[config.mk]
export PLATFORM = sky130hd
export DESIGN_NAME = collision_sequencer_flat
export DESIGN_NICKNAME = d
export VERILOG_FILES = /design/src/rtl/collision_sequencer_if.sv /design/src/rtl/collision_sequencer.sv /design/src/flat_wrapper.sv
export SDC_FILE = /design/constraint.sdc
export NUM_CORES = 1
export LEC_CHECK = 0
export CAP_MARGIN = 10
export CELL_PAD_IN_SITES_DETAIL_PLACEMENT = 1
export CELL_PAD_IN_SITES_GLOBAL_PLACEMENT = 1
export CORE_AREA = 2 2 162 164
export DETAILED_ROUTE_END_ITERATION = 8
export DIE_AREA = 0 0 164 166
export GPL_TIMING_DRIVEN = 0
export PLACE_DENSITY = 0.91
export SYNTH_ARGS = -nofsm -noshare
export SYNTH_HDL_FRONTEND = slang
export SYNTH_SLANG_ARGS = --single-unit
[constraint.sdc]
create_clock -name wClock -period 14.4 [get_ports wClock]
set_input_delay 1.44 -clock wClock [delete_from_list [all_inputs] [get_ports wClock]]
set_output_delay 1.44 -clock wClock [all_outputs]
set_load 0.005 [all_outputs]
[src/rtl/collision_sequencer_if.sv]
// Custom-instruction bus between the collision-search initiator and its responder.
//   master: drives ci_start/ci_n/ci_dataa/ci_datab, samples ci_done/ci_result
//   slave : samples the call signals, drives ci_done/ci_result
interface collision_sequencer_if;
  localparam int unsigned N_W    = 3;
  localparam int unsigned DATA_W = 32;

  logic              ci_start;
  logic [N_W-1:0]    ci_n;
  logic [DATA_W-1:0] ci_dataa;
  logic [DATA_W-1:0] ci_datab;
  logic              ci_done;
  logic [DATA_W-1:0] ci_result;

  modport master (
    output ci_start, ci_n, ci_dataa, ci_datab,
    input  ci_done, ci_result
  );

  modport slave (
    input  ci_start, ci_n, ci_dataa, ci_datab,
    output ci_done, ci_result
  );
endinterface

[src/rtl/collision_sequencer.sv]
// Hardware initiator for the collision-search custom instruction: loads a
// 16-word base message as 8 operand pairs (n=0), starts the search (n=1),
// polls completion (n=3), fetches the collision (n=2) and digest count (n=4),
// then reports one result record.
// Ports:
//   wClock, reset        clock, asynchronous active-high reset
//   go, target           run request (IDLE only) and latched collision target
//   msg_word/valid/ready base-message word stream
//   ci                   custom-instruction bus (master side)
//   busy, result_valid   run in progress, one-cycle end-of-run pulse
//   found/timeout/error  run outcome flags
//   collision, digests   n=2 and n=4 results
module collision_sequencer #(
  parameter int unsigned POLL_GAP     = 16,
  parameter int unsigned MAX_POLLS    = 0,
  parameter int unsigned DONE_TIMEOUT = 255
) (
  input  logic                  wClock,
  input  logic                  reset,
  input  logic                  go,
  input  logic [4:0]            target,
  input  logic [31:0]           msg_word,
  input  logic                  msg_valid,
  output logic                  msg_ready,
  collision_sequencer_if.master ci,
  output logic                  busy,
  output logic                  result_valid,
  output logic                  found,
  output logic                  timeout,
  output logic                  error,
  output logic [31:0]           collision,
  output logic [31:0]           digests
);

  localparam int unsigned DATA_W    = 32;
  localparam int unsigned TGT_W     = 5;
  localparam int unsigned N_W       = 3;
  localparam int unsigned CNT_W     = 32;
  localparam int unsigned PAIR_W    = 3;
  localparam int unsigned NUM_PAIRS = 8;

  localparam logic [N_W-1:0] N_LOAD  = N_W'(0);
  localparam logic [N_W-1:0] N_START = N_W'(1);
  localparam logic [N_W-1:0] N_FETCH = N_W'(2);
  localparam logic [N_W-1:0] N_POLL  = N_W'(3);
  localparam logic [N_W-1:0] N_COUNT = N_W'(4);

  typedef enum logic [3:0] {
    IDLE, GET_A, GET_B, CALL_LOAD, CALL_START,
    GAP, CALL_POLL, CALL_FETCH, CALL_COUNT, REPORT
  } state_t;

  state_t              state_q, state_d;
  logic [PAIR_W-1:0]   pair_q, pair_d;
  logic [CNT_W-1:0]    poll_q, poll_d;
  logic [CNT_W-1:0]    gap_q, gap_d;
  logic [CNT_W-1:0]    wait_q, wait_d;
  logic [TGT_W-1:0]    target_q, target_d;
  logic [DATA_W-1:0]   a_q, a_d;
  logic                ci_start_q, ci_start_d;
  logic [N_W-1:0]      ci_n_q, ci_n_d;
  logic [DATA_W-1:0]   ci_dataa_q, ci_dataa_d;
  logic [DATA_W-1:0]   ci_datab_q, ci_datab_d;
  logic                msg_ready_q, msg_ready_d;
  logic                busy_q, busy_d;
  logic                result_valid_q, result_valid_d;
  logic                found_q, found_d;
  logic                timeout_q, timeout_d;
  logic                error_q, error_d;
  logic [DATA_W-1:0]   collision_q, collision_d;
  logic [DATA_W-1:0]   digests_q, digests_d;
  logic                call_active_c;

  assign call_active_c = (state_q == CALL_LOAD) || (state_q == CALL_START) ||
                         (state_q == CALL_POLL) || (state_q == CALL_FETCH) ||
                         (state_q == CALL_COUNT);

  // State register
  always_ff @(posedge wClock or posedge reset) begin
    if (reset) begin
      state_q        <= IDLE;
      pair_q         <= '0;
      poll_q         <= '0;
      gap_q          <= '0;
      wait_q         <= '0;
      target_q       <= '0;
      a_q            <= '0;
      ci_start_q     <= 1'b0;
      ci_n_q         <= '0;
      ci_dataa_q     <= '0;
      ci_datab_q     <= '0;
      msg_ready_q    <= 1'b0;
      busy_q         <= 1'b0;
      result_valid_q <= 1'b0;
      found_q        <= 1'b0;
      timeout_q      <= 1'b0;
      error_q        <= 1'b0;
      collision_q    <= '0;
      digests_q      <= '0;
    end else begin
      state_q        <= state_d;
      pair_q         <= pair_d;
      poll_q         <= poll_d;
      gap_q          <= gap_d;
      wait_q         <= wait_d;
      target_q       <= target_d;
      a_q            <= a_d;
      ci_start_q     <= ci_start_d;
      ci_n_q         <= ci_n_d;
      ci_dataa_q     <= ci_dataa_d;
      ci_datab_q     <= ci_datab_d;
      msg_ready_q    <= msg_ready_d;
      busy_q         <= busy_d;
      result_valid_q <= result_valid_d;
      found_q        <= found_d;
      timeout_q      <= timeout_d;
      error_q        <= error_d;
      collision_q    <= collision_d;
      digests_q      <= digests_d;
    end
  end

  // Next-state and registered-output logic; a call is launched by raising
  // ci_start_d together with its operands so they appear on the state's first cycle.
  always_comb begin
    state_d        = state_q;
    pair_d         = pair_q;
    poll_d         = poll_q;
    gap_d          = gap_q;
    wait_d         = wait_q;
    target_d       = target_q;
    a_d            = a_q;
    ci_start_d     = 1'b0;
    ci_n_d         = ci_n_q;
    ci_dataa_d     = ci_dataa_q;
    ci_datab_d     = ci_datab_q;
    busy_d         = busy_q;
    result_valid_d = 1'b0;
    found_d        = found_q;
    timeout_d      = timeout_q;
    error_d        = error_q;
    collision_d    = collision_q;
    digests_d      = digests_q;

    unique case (state_q)
      IDLE: begin
        if (go) begin
          target_d    = target;
          found_d     = 1'b0;
          timeout_d   = 1'b0;
          error_d     = 1'b0;
          collision_d = '0;
          digests_d   = '0;
          busy_d      = 1'b1;
          pair_d      = '0;
          poll_d      = '0;
          state_d     = GET_A;
        end
      end
      GET_A: begin
        if (msg_valid && msg_ready_q) begin
          a_d     = msg_word;
          state_d = GET_B;
        end
      end
      GET_B: begin
        if (msg_valid && msg_ready_q) begin
          ci_start_d = 1'b1;
          ci_n_d     = N_LOAD;
          ci_dataa_d = a_q;
          ci_datab_d = msg_word;
          state_d    = CALL_LOAD;
        end
      end
      CALL_LOAD: begin
        if (ci.ci_done) begin
          pair_d = pair_q + PAIR_W'(1);
          if (pair_q == PAIR_W'(NUM_PAIRS - 1)) begin
            ci_start_d = 1'b1;
            ci_n_d     = N_START;
            ci_dataa_d = {{(DATA_W - TGT_W){1'b0}}, target_q};
            ci_datab_d = '0;
            state_d    = CALL_START;
          end else begin
            state_d = GET_A;
          end
        end
      end
      CALL_START: begin
        if (ci.ci_done) begin
          gap_d   = '0;
          state_d = GAP;
        end
      end
      GAP: begin
        if (gap_q == CNT_W'(POLL_GAP - 1)) begin
          ci_start_d = 1'b1;
          ci_n_d     = N_POLL;
          state_d    = CALL_POLL;
        end else begin
          gap_d = gap_q + CNT_W'(1);
        end
      end
      CALL_POLL: begin
        if (ci.ci_done) begin
          if (ci.ci_result[0]) begin
            ci_start_d = 1'b1;
            ci_n_d     = N_FETCH;
            state_d    = CALL_FETCH;
          end else begin
            if (poll_q != '1) poll_d = poll_q + CNT_W'(1);
            if ((MAX_POLLS != 0) && (poll_d == CNT_W'(MAX_POLLS))) begin
              timeout_d  = 1'b1;
              ci_start_d = 1'b1;
              ci_n_d     = N_COUNT;
              state_d    = CALL_COUNT;
            end else begin
              gap_d   = '0;
              state_d = GAP;
            end
          end
        end
      end
      CALL_FETCH: begin
        if (ci.ci_done) begin
          collision_d = ci.ci_result;
          found_d     = 1'b1;
          ci_start_d  = 1'b1;
          ci_n_d      = N_COUNT;
          state_d     = CALL_COUNT;
        end
      end
      CALL_COUNT: begin
        if (ci.ci_done) begin
          digests_d      = ci.ci_result;
          result_valid_d = 1'b1;
          state_d        = REPORT;
        end
      end
      REPORT: begin
        busy_d  = 1'b0;
        state_d = IDLE;
      end
      default: state_d = IDLE;
    endcase

    // Hang watchdog: the outstanding call gets DONE_TIMEOUT cycles including its start cycle.
    if (call_active_c && !ci.ci_done) begin
      if (wait_q == CNT_W'(DONE_TIMEOUT - 1)) begin
        error_d        = 1'b1;
        found_d        = 1'b0;
        result_valid_d = 1'b1;
        state_d        = REPORT;
      end else if (wait_q != '1) begin
        wait_d = wait_q + CNT_W'(1);
      end
    end
    if (ci_start_d) wait_d = '0;

    msg_ready_d = (state_d == GET_A) || (state_d == GET_B);
  end

  assign msg_ready    = msg_ready_q;
  assign ci.ci_start  = ci_start_q;
  assign ci.ci_n      = ci_n_q;
  assign ci.ci_dataa  = ci_dataa_q;
  assign ci.ci_datab  = ci_datab_q;
  assign busy         = busy_q;
  assign result_valid = result_valid_q;
  assign found        = found_q;
  assign timeout      = timeout_q;
  assign error        = error_q;
  assign collision    = collision_q;
  assign digests      = digests_q;

endmodule

[src/flat_wrapper.sv]
// flat-port wrapper written by rule: the top's interface ports become plain ports
module collision_sequencer_flat 
#(
  parameter int unsigned POLL_GAP     = 16,
  parameter int unsigned MAX_POLLS    = 0,
  parameter int unsigned DONE_TIMEOUT = 255
)
  (wClock, reset, go, target, msg_word, msg_valid, msg_ready, busy, result_valid, found, timeout, error, collision, digests, ci_ci_start, ci_ci_n, ci_ci_dataa, ci_ci_datab, ci_ci_done, ci_ci_result);
  collision_sequencer_if ci_i ();
  input  logic wClock;
  input  logic reset;
  input  logic go;
  input  logic [4:0] target;
  input  logic [31:0] msg_word;
  input  logic msg_valid;
  output logic msg_ready;
  output logic busy;
  output logic result_valid;
  output logic found;
  output logic timeout;
  output logic error;
  output logic [31:0] collision;
  output logic [31:0] digests;
  output wire logic [$bits(ci_i.ci_start)-1:0] ci_ci_start;
  output wire logic [$bits(ci_i.ci_n)-1:0] ci_ci_n;
  output wire logic [$bits(ci_i.ci_dataa)-1:0] ci_ci_dataa;
  output wire logic [$bits(ci_i.ci_datab)-1:0] ci_ci_datab;
  input wire logic [$bits(ci_i.ci_done)-1:0] ci_ci_done;
  input wire logic [$bits(ci_i.ci_result)-1:0] ci_ci_result;
  assign ci_ci_start = ci_i.ci_start;
  assign ci_ci_n = ci_i.ci_n;
  assign ci_ci_dataa = ci_i.ci_dataa;
  assign ci_ci_datab = ci_i.ci_datab;
  assign ci_i.ci_done = ci_ci_done;
  assign ci_i.ci_result = ci_ci_result;
  collision_sequencer #(.POLL_GAP(POLL_GAP), .MAX_POLLS(MAX_POLLS), .DONE_TIMEOUT(DONE_TIMEOUT)) u_core (.wClock(wClock), .reset(reset), .go(go), .target(target), .msg_word(msg_word), .msg_valid(msg_valid), .msg_ready(msg_ready), .ci(ci_i), .busy(busy), .result_valid(result_valid), .found(found), .timeout(timeout), .error(error), .collision(collision), .digests(digests));
endmodule
==> results of run 1 <==
[worst max-delay path, stage by stage]
cell and delay, ns:
clkdlybuf4s50_1 0.65, clkbuf_1 0.48, inv_1 0.22, a2111oi_0 0.71, clkbuf_1 0.43, clkbuf_1 0.49
nor2_1 0.10
[per-stage QoR]
stage / cell area [um^2] / setup WS, ns / hold WS [ns] / utilization
global route: 14300 / 10.05 / 0.496 / 0.558
finish: 14300 / 10.28 / 0.464 / 0.558
detailed placement: 13300 / 9.79 / 0.456 / 0.521
global placement: 13300 / 3.07 / 0.449 / 0.518
CTS: 14300 / 10.37 / 0.469 / 0.558
floorplan: 10800 / 6.23 / 0.445 / -
[per-layer routing]
metal	wire length, um	share of wire
met5	0	0
met4	1440	0.039
met3	2900	0.079
met2	18400	0.50
met1	13800	0.38
[area by class of cell]
class                           count  share of cell area
Inverter                           17             0.00499
Tap cell                          335              0.0293
Buffer                             68              0.0195
Timing Repair Buffer              214               0.150
Clock buffer                       29              0.0478
Multi-Input combinational cell    709               0.299
Sequential cell                   245               0.429
Clock inverter                     21              0.0200
[Yosys cell counts (all sizes together) (3+ instances only)]
library cell / instances / area share
nor2b: 3 / 0.0017
clkbuf: 54 / 0.019
xnor2: 13 / 0.011
mux2i: 8 / 0.0074
o31a: 4 / 0.0033
nor3: 11 / 0.0051
nand2: 194 / 0.068
a31oi: 3 / 0.0031
and3: 7 / 0.0041
inv: 17 / 0.0059
buf: 14 / 0.0071
a22o: 62 / 0.050
nand4: 21 / 0.013
or3: 21 / 0.012
o22a: 4 / 0.0033
or2: 7 / 0.0041
nor4: 28 / 0.017
a21oi: 47 / 0.022
or4: 27 / 0.019
dfrtp: 245 / 0.57
nand2b: 3 / 0.0017
nor2: 29 / 0.010
mux2: 36 / 0.038
nand3: 89 / 0.041
o211ai: 3 / 0.0021
o21ai: 28 / 0.013
ha: 5 / 0.0058
and2: 4 / 0.0023
o31ai: 23 / 0.017
and4: 7 / 0.0058
[sequential cells by signal, summed over array words and instances, names as in the netlist]
signal and cells:
u_core.ci.ci_start 1, u_core.digests 32, u_core.pair_q 3, u_core.gap_q 32, u_core.error 1, u_core.ci.ci_datab 32, u_core.a_q 32, u_core.collision 32
u_core.result_valid 1, u_core.found 1, u_core.busy 1, u_core.ci.ci_n 3, u_core.state_q 4, u_core.msg_ready 1, u_core.wait_q 32, u_core.target_q 5
u_core.ci.ci_dataa 32
[logic make-up (layout without fill, tap and decap cells)]
| kind of cell | Yosys count | in the layout | share of synthesized area |
|---|---|---|---|
| XOR/XNOR | 14 | 14 | 0.0114 |
| buffers and inverters | 85 | 349 | 0.0319 |
| adder cells (fa/ha/maj) | 5 | 5 | 0.00582 |
| AND/OR/NAND/NOR | 459 | 459 | 0.212 |
| other | 1 | 1 | 0.000349 |
| AO/OA/AOI/OAI | 186 | 186 | 0.123 |
| flip-flops | 245 | 245 | 0.570 |
| multiplexers | 44 | 44 | 0.0451 |
[path summary, 6_finish.rpt]
| kind | startpoint | end | slack, ns | cells past startpoint |
|---|---|---|---|---|
| worst max-delay path | ci_ci_done | u_core.gap_q[12] | 10.28 | 7 |
| worst min-delay path | u_core.digests[2] | u_core.digests[2] | 0.46 | 2 |
| worst max register to register | u_core.state_q[0] | u_core.ci.ci_dataa[1] | 11.25 | 7 |
| worst min register to register | u_core.digests[2] | u_core.digests[2] | 0.46 | 2 |
| max in group asynchronous | reset | u_core.wait_q[11] | 11.80 | 3 |
| min in group asynchronous | reset | u_core.digests[26] | 1.46 | 2 |
[power breakdown]
| part | internal (W) | switching (W) | total (W) |
|---|---|---|---|
| Clock | 0.000455 | 0.000308 | 0.000764 |
| Sequential | 0.000823 | 0.0000974 | 0.000921 |
| Combinational | 0.000288 | 0.000280 | 0.000568 |
==> flow_summary.toml, run 1 <==
[status]
status = "finished clean"

[clock_tree]
path_clk_slew_ns = 0.06
root_buffer = "clkbuf_16"
worstSkewPairLatency_ns = 0.55
cts.path.max_buffers = 3
cts_buffers = 27
cts_setup_buffers = 0
cts_sinks = 245
htreeDepth = 1
cts_tree = "yes"
cts_resized = 0
cts_hold_buf = 0

[yosys]
yosysWarningCount = 0
synthesis.area_um2 = 10800
synthCells = 1039
ys_ff_latch = 245
yosysSeqAreaShare = 0.570
synth.distinct_cells = 62
ys_async_sr_fraction = 1.00
synth_fp_nets = 1118
ys.flop_type = "dfrtp_1"
synth_edf_count = 0
post_synth.cell_area_avg_um2 = 10.4

[hold_path]
holdCritPathClass = "reg -> reg"

[cells_and_area]
fin_cells = 1638
fillCellCount = 2712
fin_nets = 1361
multi_input_area_um2 = 4280
antenna-diode-count = 0
final_common_cell = "dfrtp_1"
layout.cells.most_common_list = "dfrtp_1 (245), clkdlybuf4s50_1 (210), nand2_1 (194), nand3_1 (89), a22o_1 (62)"
seq_area_um2 = 6130
drive_gt1_frac = 0.0913
syn2layout_area_growth_pct = 33.0

[grt]
grt_max_degree = 134
grt_pass1_wl_mm = 58.2
busiest_layer = "met2"
use_met2 = 0.468
grt_use_met1 = 0.311
grt.total_usage = 0.270
antenna_found_initial = 0
grt_pass1_vias = 10477
use_met3 = 0.0847
overflow = 0

[die]
die_h_um = 166
die-area_um2 = 27200
die_w_um = 164
core_um2 = 25600
core.rowCount = 59
start_util = 0.420
ios = 212

[timing]
worst_pin_slew_ns = 0.889
slew_viol_final = 0
clock_skew_ns = 0.00893
hold_viol = 0
period_needed_ns = 4.12
grt_setup_unrepaired = "no"
timing.setup.tns_ns = 0
setup_viol = 0
fmax_ghz = 0.243
relSlewSlack = 0.403
period_share = 0.286

[critical_path]
crit_path_end_kind = "flop"
crit_fanout = 10
critPathKind = "in -> reg"
worstPathRequired_ns = 14.81
cp-start-kind = "input pin"
critPathArrivalTime_ns = 4.53

[route]
drt-initial-drc-count = 575
avgRoutedWirePerCell_um = 22.3
totalWireLength_mm = 36.5
dr_total_vias = 9501
final_antenna_net_count = 0
first_pass_iters = 4
vias_per_cell = 5.80
drc_errors = 0

[placement]
dpl.cell_count = 1588
gp_congestion = 0.854
hpwl_mm = 24.9
io_buffers = 210

[power_and_ir_drop]
p_total_w = 0.00225
p_leak_nw = 6.31
peakVddDrop_v = 0.000136
power_density_nw_per_um2 = 157

[job]
maxCapViolCount = 0
(Power assumes the default switching activity.)
==> run 2, diff against run 1 <==
CORE_AREA = 2 2 176 178   (was 2 2 162 164)
DIE_AREA = 0 0 178 180   (was 0 0 164 166)
PLACE_DENSITY = 0.82   (was 0.91)
clock period = 3.7 ns   (was 14.4 ns; I/O delays follow)
==> run 2 against run 1 <==
  * Sequential share of layout area down 0.12 points
  * Wire length down 8.4%
  * Highest routed layer unchanged
  * Count of clock-buffer cells in the layout up 8
  * Worst setup slack worse by 9.8 ns
  * Flip-flop and latch count unchanged
==> flow_summary.toml, run 2 (synthesis results as in run 1) <==
[timing]
hold_viol = 0
setup_ws_ns = 0.480
relSlewSlack = 0.264
clock_skew_ns = 0.00784
slew_viol_final = 0
worst_pin_slew_ns = 1.10
period_needed_ns = 3.22
grt_setup_unrepaired = "no"
period_share = 0.870
setup_viol = 0
fmax_ghz = 0.311

[critical_path]
critPathBufInv = 3
crit_fanout = 10
crit_path_max_incr_delay_ns = 0.83
critPathKind = "reg -> reg"
crit_path_end_kind = "flop"
worstPathRequired_ns = 4.09
cpMostUsedCell = "clkbuf_1"
crit_family = "simple AND/OR/NAND/NOR gates"
cp-start-kind = "flop"
critPathArrivalTime_ns = 3.61
cp_cell_sequence = "clkbuf_1, nand2b_1, nor4_2, o22ai_1, buf_2, clkbuf_1, nand2_1, o21ai_0"
cpMaxStageDelayCell = "nor4_2"

[placement]
hpwl_mm = 24.3
gp_congestion = 0.811
place_ws_ns = 0.0717
io_buffers = 210

[grt]
overflow = 0
grt_max_degree = 43
grt.total_usage = 0.210
grt_pass1_wl_mm = 54.6
grt_pass1_vias = 9923
antenna_found_initial = 0

[route]
dr_total_vias = 9158
first_pass_iters = 5
vias_per_cell = 5.39
drc_errors = 0
avgRoutedWirePerCell_um = 19.7
final_antenna_net_count = 0
totalWireLength_mm = 33.4
drt-initial-drc-count = 443

[clock_tree]
cts_hold_buf = 0
path_clk_slew_ns = 0.06
cts_sinks = 245
root_buffer = "clkbuf_16"
cts_buffers = 27
worstSkewPairLatency_ns = 0.53
cts_tree = "yes"
htreeDepth = 1
cts_setup_buffers = 0
cts.path.max_buffers = 3
cts_resized = 0

[cells_and_area]
layout.cells.most_common_list = "dfrtp_1 (245), clkdlybuf4s50_1 (210), nand2_1 (194), nand3_1 (89), a22o_1 (62)"
antenna-diode-count = 0
drive_gt1_frac = 0.0906
fin_nets = 1365
syn2layout_area_growth_pct = 33.3
fillCellCount = 3323
final_common_cell = "dfrtp_1"

[job]
maxCapViolCount = 0

[die]
die_h_um = 180
core_um2 = 30200
ios = 212
core.rowCount = 64
die_w_um = 178
die-area_um2 = 32000
start_util = 0.356

[power_and_ir_drop]
p_leak_nw = 6.30
p_total_w = 0.00827
power_density_nw_per_um2 = 577
peakVddDrop_v = 0.000409

[hold_path]
holdCritPathClass = "in -> async"

[status]
status = "finished clean"
-- run 2: cell types whose count changed in the layout (fill, tap and decap cells not counted), moves of 2 or more --
cell	change
buf_12	+6
clkbuf_1	+2
clkbuf_2	+2
clkbuf_8	+6
clkinvlp_4	-3
clkinv_4	-3
buf_2	-2
bufinv_16	-5
-- run 2: power by group --
| part | switching (W) | total, W | internal (W) | leakage (nW) |
|---|---|---|---|---|
| Combinational | 0.00102 | 0.00214 | 0.00113 | 2.59 |
| Clock | 0.00107 | 0.00259 | 0.00152 | 0.423 |
| Sequential | 0.000334 | 0.00354 | 0.00321 | 3.29 |
-- run 2: worst reg2reg max path, stage by stage, from the launching register on --
cell and delay (ns):
dfrtp_1 0.42, clkbuf_1 0.23, nand2b_1 0.24, nor4_2 0.83, o22ai_1 0.52, buf_2 0.35, clkbuf_1 0.27, nand2_1 0.14
o21ai_0 0.09
-- run 2: cell type report --
type	count	area (um^2)	share of cell area
Inverter	17	67.6	0.00471
Buffer	68	279	0.0195
Timing Repair Buffer	218	2230	0.156
Clock inverter	9	76.3	0.00532
Clock buffer	37	773	0.0539
Multi-Input combinational cell	709	4290	0.299
Sequential cell	245	6130	0.427
Tap cell	396	495	0.0345
-- run 2: final timing paths --
path | start | endpoint | slack (ns) | cells after the start
setup / recovery | u_core.state_q[0] | u_core.ci.ci_dataa[0] | 0.48 | 8
hold / removal | reset | u_core.a_q[5] | 0.22 | 2
setup reg to reg | u_core.state_q[0] | u_core.ci.ci_dataa[0] | 0.48 | 8
hold reg to reg | u_core.digests[12] | u_core.digests[12] | 0.46 | 2
max in group asynchronous | reset | u_core.digests[13] | 2.62 | 4
min in group wClock | target[4] | u_core.target_q[4] | 0.37 | 3
-- run 2: per-layer routing --
layer  vias up  track usage  share of wire
met1      4634        0.267           0.42
met3        40       0.0563          0.069
met5         -            0              0
met2       252        0.361           0.49
li1       4232            -              -
met4         0       0.0407          0.018
-- run 2: through the flow --
step	cell area, um^2	instances	hold WS, ns	util	setup TNS (ns)
after floorplan	10800	1039	0.445	-	0
after detailed placement	13500	1651	0.457	0.447	0
after CTS	14300	1697	0.219	0.475	0
after global routing	14300	1699	0.247	0.475	0
after global placement	13400	1645	0.451	0.443	-434.02
final	14300	1699	0.216	0.475	0
==> RTL change 1, RTL diff (flow settings as in run 1) <==
Re-encode `state_t` (10 states) as one-hot, 10 bits wide.
--- a/src/rtl/collision_sequencer.sv
+++ b/src/rtl/collision_sequencer.sv
@@ -45,9 +45,9 @@
   localparam logic [N_W-1:0] N_POLL  = N_W'(3);
   localparam logic [N_W-1:0] N_COUNT = N_W'(4);
 
-  typedef enum logic [3:0] {
-    IDLE, GET_A, GET_B, CALL_LOAD, CALL_START,
-    GAP, CALL_POLL, CALL_FETCH, CALL_COUNT, REPORT
+  typedef enum logic [9:0] {
+    IDLE = 10'b0000000001, GET_A = 10'b0000000010, GET_B = 10'b0000000100, CALL_LOAD = 10'b0000001000, CALL_START = 10'b0000010000,
+    GAP = 10'b0000100000, CALL_POLL = 10'b0001000000, CALL_FETCH = 10'b0010000000, CALL_COUNT = 10'b0100000000, REPORT = 10'b1000000000
   } state_t;
 
   state_t              state_q, state_d;
Check against the original RTL: same outputs for any inputs over 4 cycles, from zero or initial values and one cycle with reset high; so few cycles prove little.
==> RTL change 1 against run 1 <==
Critical path depth rose by 2; design area rose by 3.2%; synthesized area rose by 5.1%; setup slack improved by 43 ps; sequential cell count rose by 6; non-clock buffer count rose by 10; routed wire length rose by 7.8%; highest routed layer unchanged.
Power is not compared: it rests on default switching activity, and its combinational part moved more than twofold at a synthesized area within 25%.
==> RTL change 1: results (changes against run 1) <==
metric;value;unit;change
status;complete, no violations;;
hpwlAfterDp;26200;um;+5.2%
drt_iter0_drc;738;;+28%
post_route_cells_drive_above_1_share;8.40;%;-0.73 points
grt_use_met1;34.7;%;+3.7 points
nNonClkBuffers;292;;+3.5%
grt_pass1_vias;11187;;+6.8%
grt_first_pass_wirelength;63000;um;+8.3%
num_vias;10223;;+7.6%
n_clock_buffer;39;;+34%
postPlaceCellArea;13900;um^2;+4.2%
cts_buffers;28;;+3.7%
drt_pass1_iterations;5;;+1
worst_hold_slack;467;ps;+3.13 ps
syn_inst;1143;;+10%
seq_area_frac_synth;55.6;%;-1.4 points
slowest_delay;870;ps;+160 ps
reg2reg_depth;6;;-1
hold_path_end;u_core.collision[5]$_DFFE_PP0P_;;
clock-skew-final;9.57;ps;+0.634 ps
stdcell_count;1739;;+6.2%
seq_area;6280;um^2;+2.5%
ys_top_cells_by_area;dfrtp_1 55%, nand2_1 7.6%, o21ai_0 4.6%;;
nFillCells;2787;;+2.8%
wl_met1;15000;um;+9.1%
comb.multi_input.count;797;;+12%
r2r_end;u_core.a_q[18]$_DFFE_PP0P_;;
RTL change 1: cell types whose count changed after synthesis, sizes merged, moves of 7 or more:
cell	change
a22o	-29
buf	+20
clkbuf	-8
nand2	+35
nand3	-30
nor2	+16
nor3	+13
nor4	-7
o21ai	+82
o31ai	-13
or3	+12
or4	-8
xnor2	+7
RTL change 1: where the power goes:
group | internal [mW] | switching, mW | total (mW)
clock network | 0.392 | 0.299 | 0.691
registers | 0.760 | 0.0330 | 0.793
logic | 0.100 | 0.142 | 0.243
total | 1.25 | 0.475 | 1.73
RTL change 1: cells by family after synthesis:
logic type      count (synthesis)  share of synthesized area, %
compound gates                217                          11.5
xor+xnor                       21                          1.63
fa+ha+maj                       5                         0.553
buf+inv                        95                          3.84
flops                         251                          55.6
mux                            45                          4.42
other cells                     1                        0.0332
simple gates                  508                          22.4
RTL change 1: worst min-delay path, delay by kind of cell, from the launching register on:
kind / cells / cell delay (ps)
and+or+nand+nor: 2 / 100
DFF: 1 / 340
==> RTL change 2, RTL diff (flow settings as in run 1) <==
Made on the original files. Set the localparam `PAIR_W` to 2 (it was 3).
--- a/src/rtl/collision_sequencer.sv
+++ b/src/rtl/collision_sequencer.sv
@@ -36,7 +36,7 @@
   localparam int unsigned TGT_W     = 5;
   localparam int unsigned N_W       = 3;
   localparam int unsigned CNT_W     = 32;
-  localparam int unsigned PAIR_W    = 3;
+  localparam int unsigned PAIR_W    = 2;
   localparam int unsigned NUM_PAIRS = 8;
 
   localparam logic [N_W-1:0] N_LOAD  = N_W'(0);
Behaviour: no difference found for any inputs over 4 cycles, from zero or initial values and one cycle with reset high; that may be too few to reach the edited logic, so the function may still have changed.
==> RTL change 2 against run 1 <==
Critical path depth increased by 1; power is 3.1% higher; synthesized area fell by 1.6%; design area fell by 1.6%; utilization shrank 0.91 points; setup slack gained 320 ps; combinational power rose by 17%; sequential cell count decreased by 1; count of clock-buffer cells in the layout up 10; routed wire length down 0.53%; die area stayed put; critical endpoint is now u_core.wait_q[20]$_DFFE_PP0P_.
==> RTL change 2: results (changes against run 1) <==
metric;value;unit;change
worstHoldStart;u_core.collision[30]$_DFFE_PP0P_;;
p_leak;6.17;nW;-2.2%
synth_nets;1042;;-6.8%
wl;36300;um;-0.53%
r2r_start;u_core.gap_q[0]$_DFFE_PP0P_;;
status;complete, no violations;;
grt_first_pass_wirelength;57600;um;-0.92%
cp_slowest_cell;clkdlybuf4s50_1;;
synthXorXnorAreaFrac;1.74;%;+0.60 points
place_congestion;0.859;;+0.59%
worst_hold_slack;462;ps;-1.74 ps
yosys.area_share.adder;0.473;%;-0.11 points
avgViaCountPerCell;5.90;;+1.7%
drt_iter0_drc;645;;+12%
synth_mux_area_share;4.68;%;+0.17 points
worstMarginPinSlew;1080;ps;+195 ps
path_clk_slew;60;ps;about the same
ys_async_sr_fraction;100;%;unchanged
yosys_warnings;0;;unchanged
r2r_end;u_core.wait_q[20]$_DFFE_PP0P_;;
hold_class;reg2reg;;
cp_top_family;buffers and inverters;;
seq_area_frac_synth;57.7;%;+0.69 points
hpwlAfterDp;23200;um;-6.8%
hold_depth;2;;unchanged
port_buffers;210;;unchanged
reg2reg_depth;9;;+2
grt_pass1_vias;10217;;-2.5%
track_usage;26.7;%;-0.29 points
synth-compound-area-share;14.9;%;+2.6 points
num-nets-final;1284;;-5.7%
rrSetupSlack;11190;ps;-60 ps
post_cts_resized;0;;unchanged
clock-skew-final;12.8;ps;+3.91 ps
antenna_found_initial;0;;unchanged
grt_max_degree;111;;-17%
vdd_drop_max;153;uV;+12%
num_antenna_cells;0;;unchanged
clockBufferDepth;3;;unchanged
clkLatencyLatePin;540;ps;
ys_top_cells_by_area;dfrtp_1 58%, a22o_1 7.5%, mux2_2 4.7%;;
postPlaceCellArea;13200;um^2;-1.2%
synth_edf_count;0;;unchanged
synth_commonest_cells;244 x dfrtp_1, 115 x nand2_1, 91 x a22o_1;;
synthDistinctLibCells;58;;-6.5%
slowest_delay;720;ps;
post_route_cells_drive_above_1_share;9.65;%;+0.52 points
crit_start;ci_ci_done;;
switchingPower;0.745;mW;+8.6%
hold_path_end;u_core.collision[30]$_DFFE_PP0P_;;
cp_max_fo;10;;unchanged
cts.htree.levels;1;;unchanged
grt_remaining_overflow;0;;unchanged
drt_pass1_iterations;5;;+1
## RTL change 2: changes by cell type in the layout (fill, tap and decap cells not counted), sizes merged, moves of 6 or more
cell	delta
xor2	+6
buf	+6
a22o	+29
mux2	+8
mux2i	-8
nor2	+7
or4	-9
nand2	-79
nand3	-29
nor4	-9
## RTL change 2: layout make-up
cell class              count  area [um^2]
clock inverters             7         85.1
fillers                  2695        11500
repair buffers            213         2160
clock buffers              39          811
well taps                 335          419
multi-input cells         641         4160
plain buffers              64          265
flip-flops and latches    244         6110
inverters                  15         63.8
## RTL change 2: worst min-delay path, cell delays in order (launching register included)
cell and delay, ps:
dfrtp_1 340, nand2_1 50, nand2_1 50
## RTL change 2: power by group through the flow
stage / combinational, mW / clock, mW / sequential, mW
after floorplan: 0.324 / 0 / 0.917
after global placement: 0.598 / 0 / 0.928
after global routing: 0.715 / 0.739 / 0.960
final: 0.667 / 0.707 / 0.949
after detailed placement: 0.636 / 0 / 0.942
after CTS: 0.667 / 0.714 / 0.946
## RTL change 2: worst max-delay path by stage
stage | endpoint | slack, ps | cells after the start
floorplan | u_core.a_q[0]$_DFFE_PP0P_ | 6260 | 1
global placement | u_core.gap_q[23]$_DFFE_PP0P_ | 3190 | 2
detailed placement | u_core.wait_q[22]$_DFFE_PP0P_ | 10230 | 8
CTS | u_core.wait_q[22]$_DFFE_PP0P_ | 10640 | 8
global route | u_core.wait_q[23]$_DFFE_PP0P_ | 10480 | 8
finish | u_core.wait_q[20]$_DFFE_PP0P_ | 10600 | 8
## RTL change 2: cell families (layout without fill, tap and decap cells)
| family | Yosys count | count (layout) |
|---|---|---|
| muxes | 44 | 44 |
| other | 1 | 1 |
| buffers and inverters | 79 | 338 |
| AOI/OAI and AO/OA | 219 | 219 |
| adders and majority gates | 4 | 4 |
| and+or+nand+nor | 352 | 352 |
| DFF | 244 | 244 |
| xor gates and xnor gates | 21 | 21 |
## RTL change 2: metal layers
| metal | share of wire [%] | vias up | global-route usage [%] |
|---|---|---|---|
| met5 | 0 | - | 0 |
| met4 | 4.0 | 0 | 9.12 |
| met3 | 6.6 | 95 | 6.29 |
| met2 | 52 | 354 | 47.6 |
| met1 | 38 | 4718 | 31.3 |
| li1 | - | 4021 | - |
## RTL change 2: through the flow
step / util (%) / setup WS, ps / power, mW / instances
floorplan: - / 6260 / 1.24 / 964
global placement: 51.2 / 3190 / 1.53 / 1509
detailed placement: 51.4 / 10230 / 1.58 / 1512
CTS: 54.9 / 10640 / 2.33 / 1558
global route: 54.9 / 10480 / 2.41 / 1558
finish: 54.9 / 10600 / 2.32 / 1558
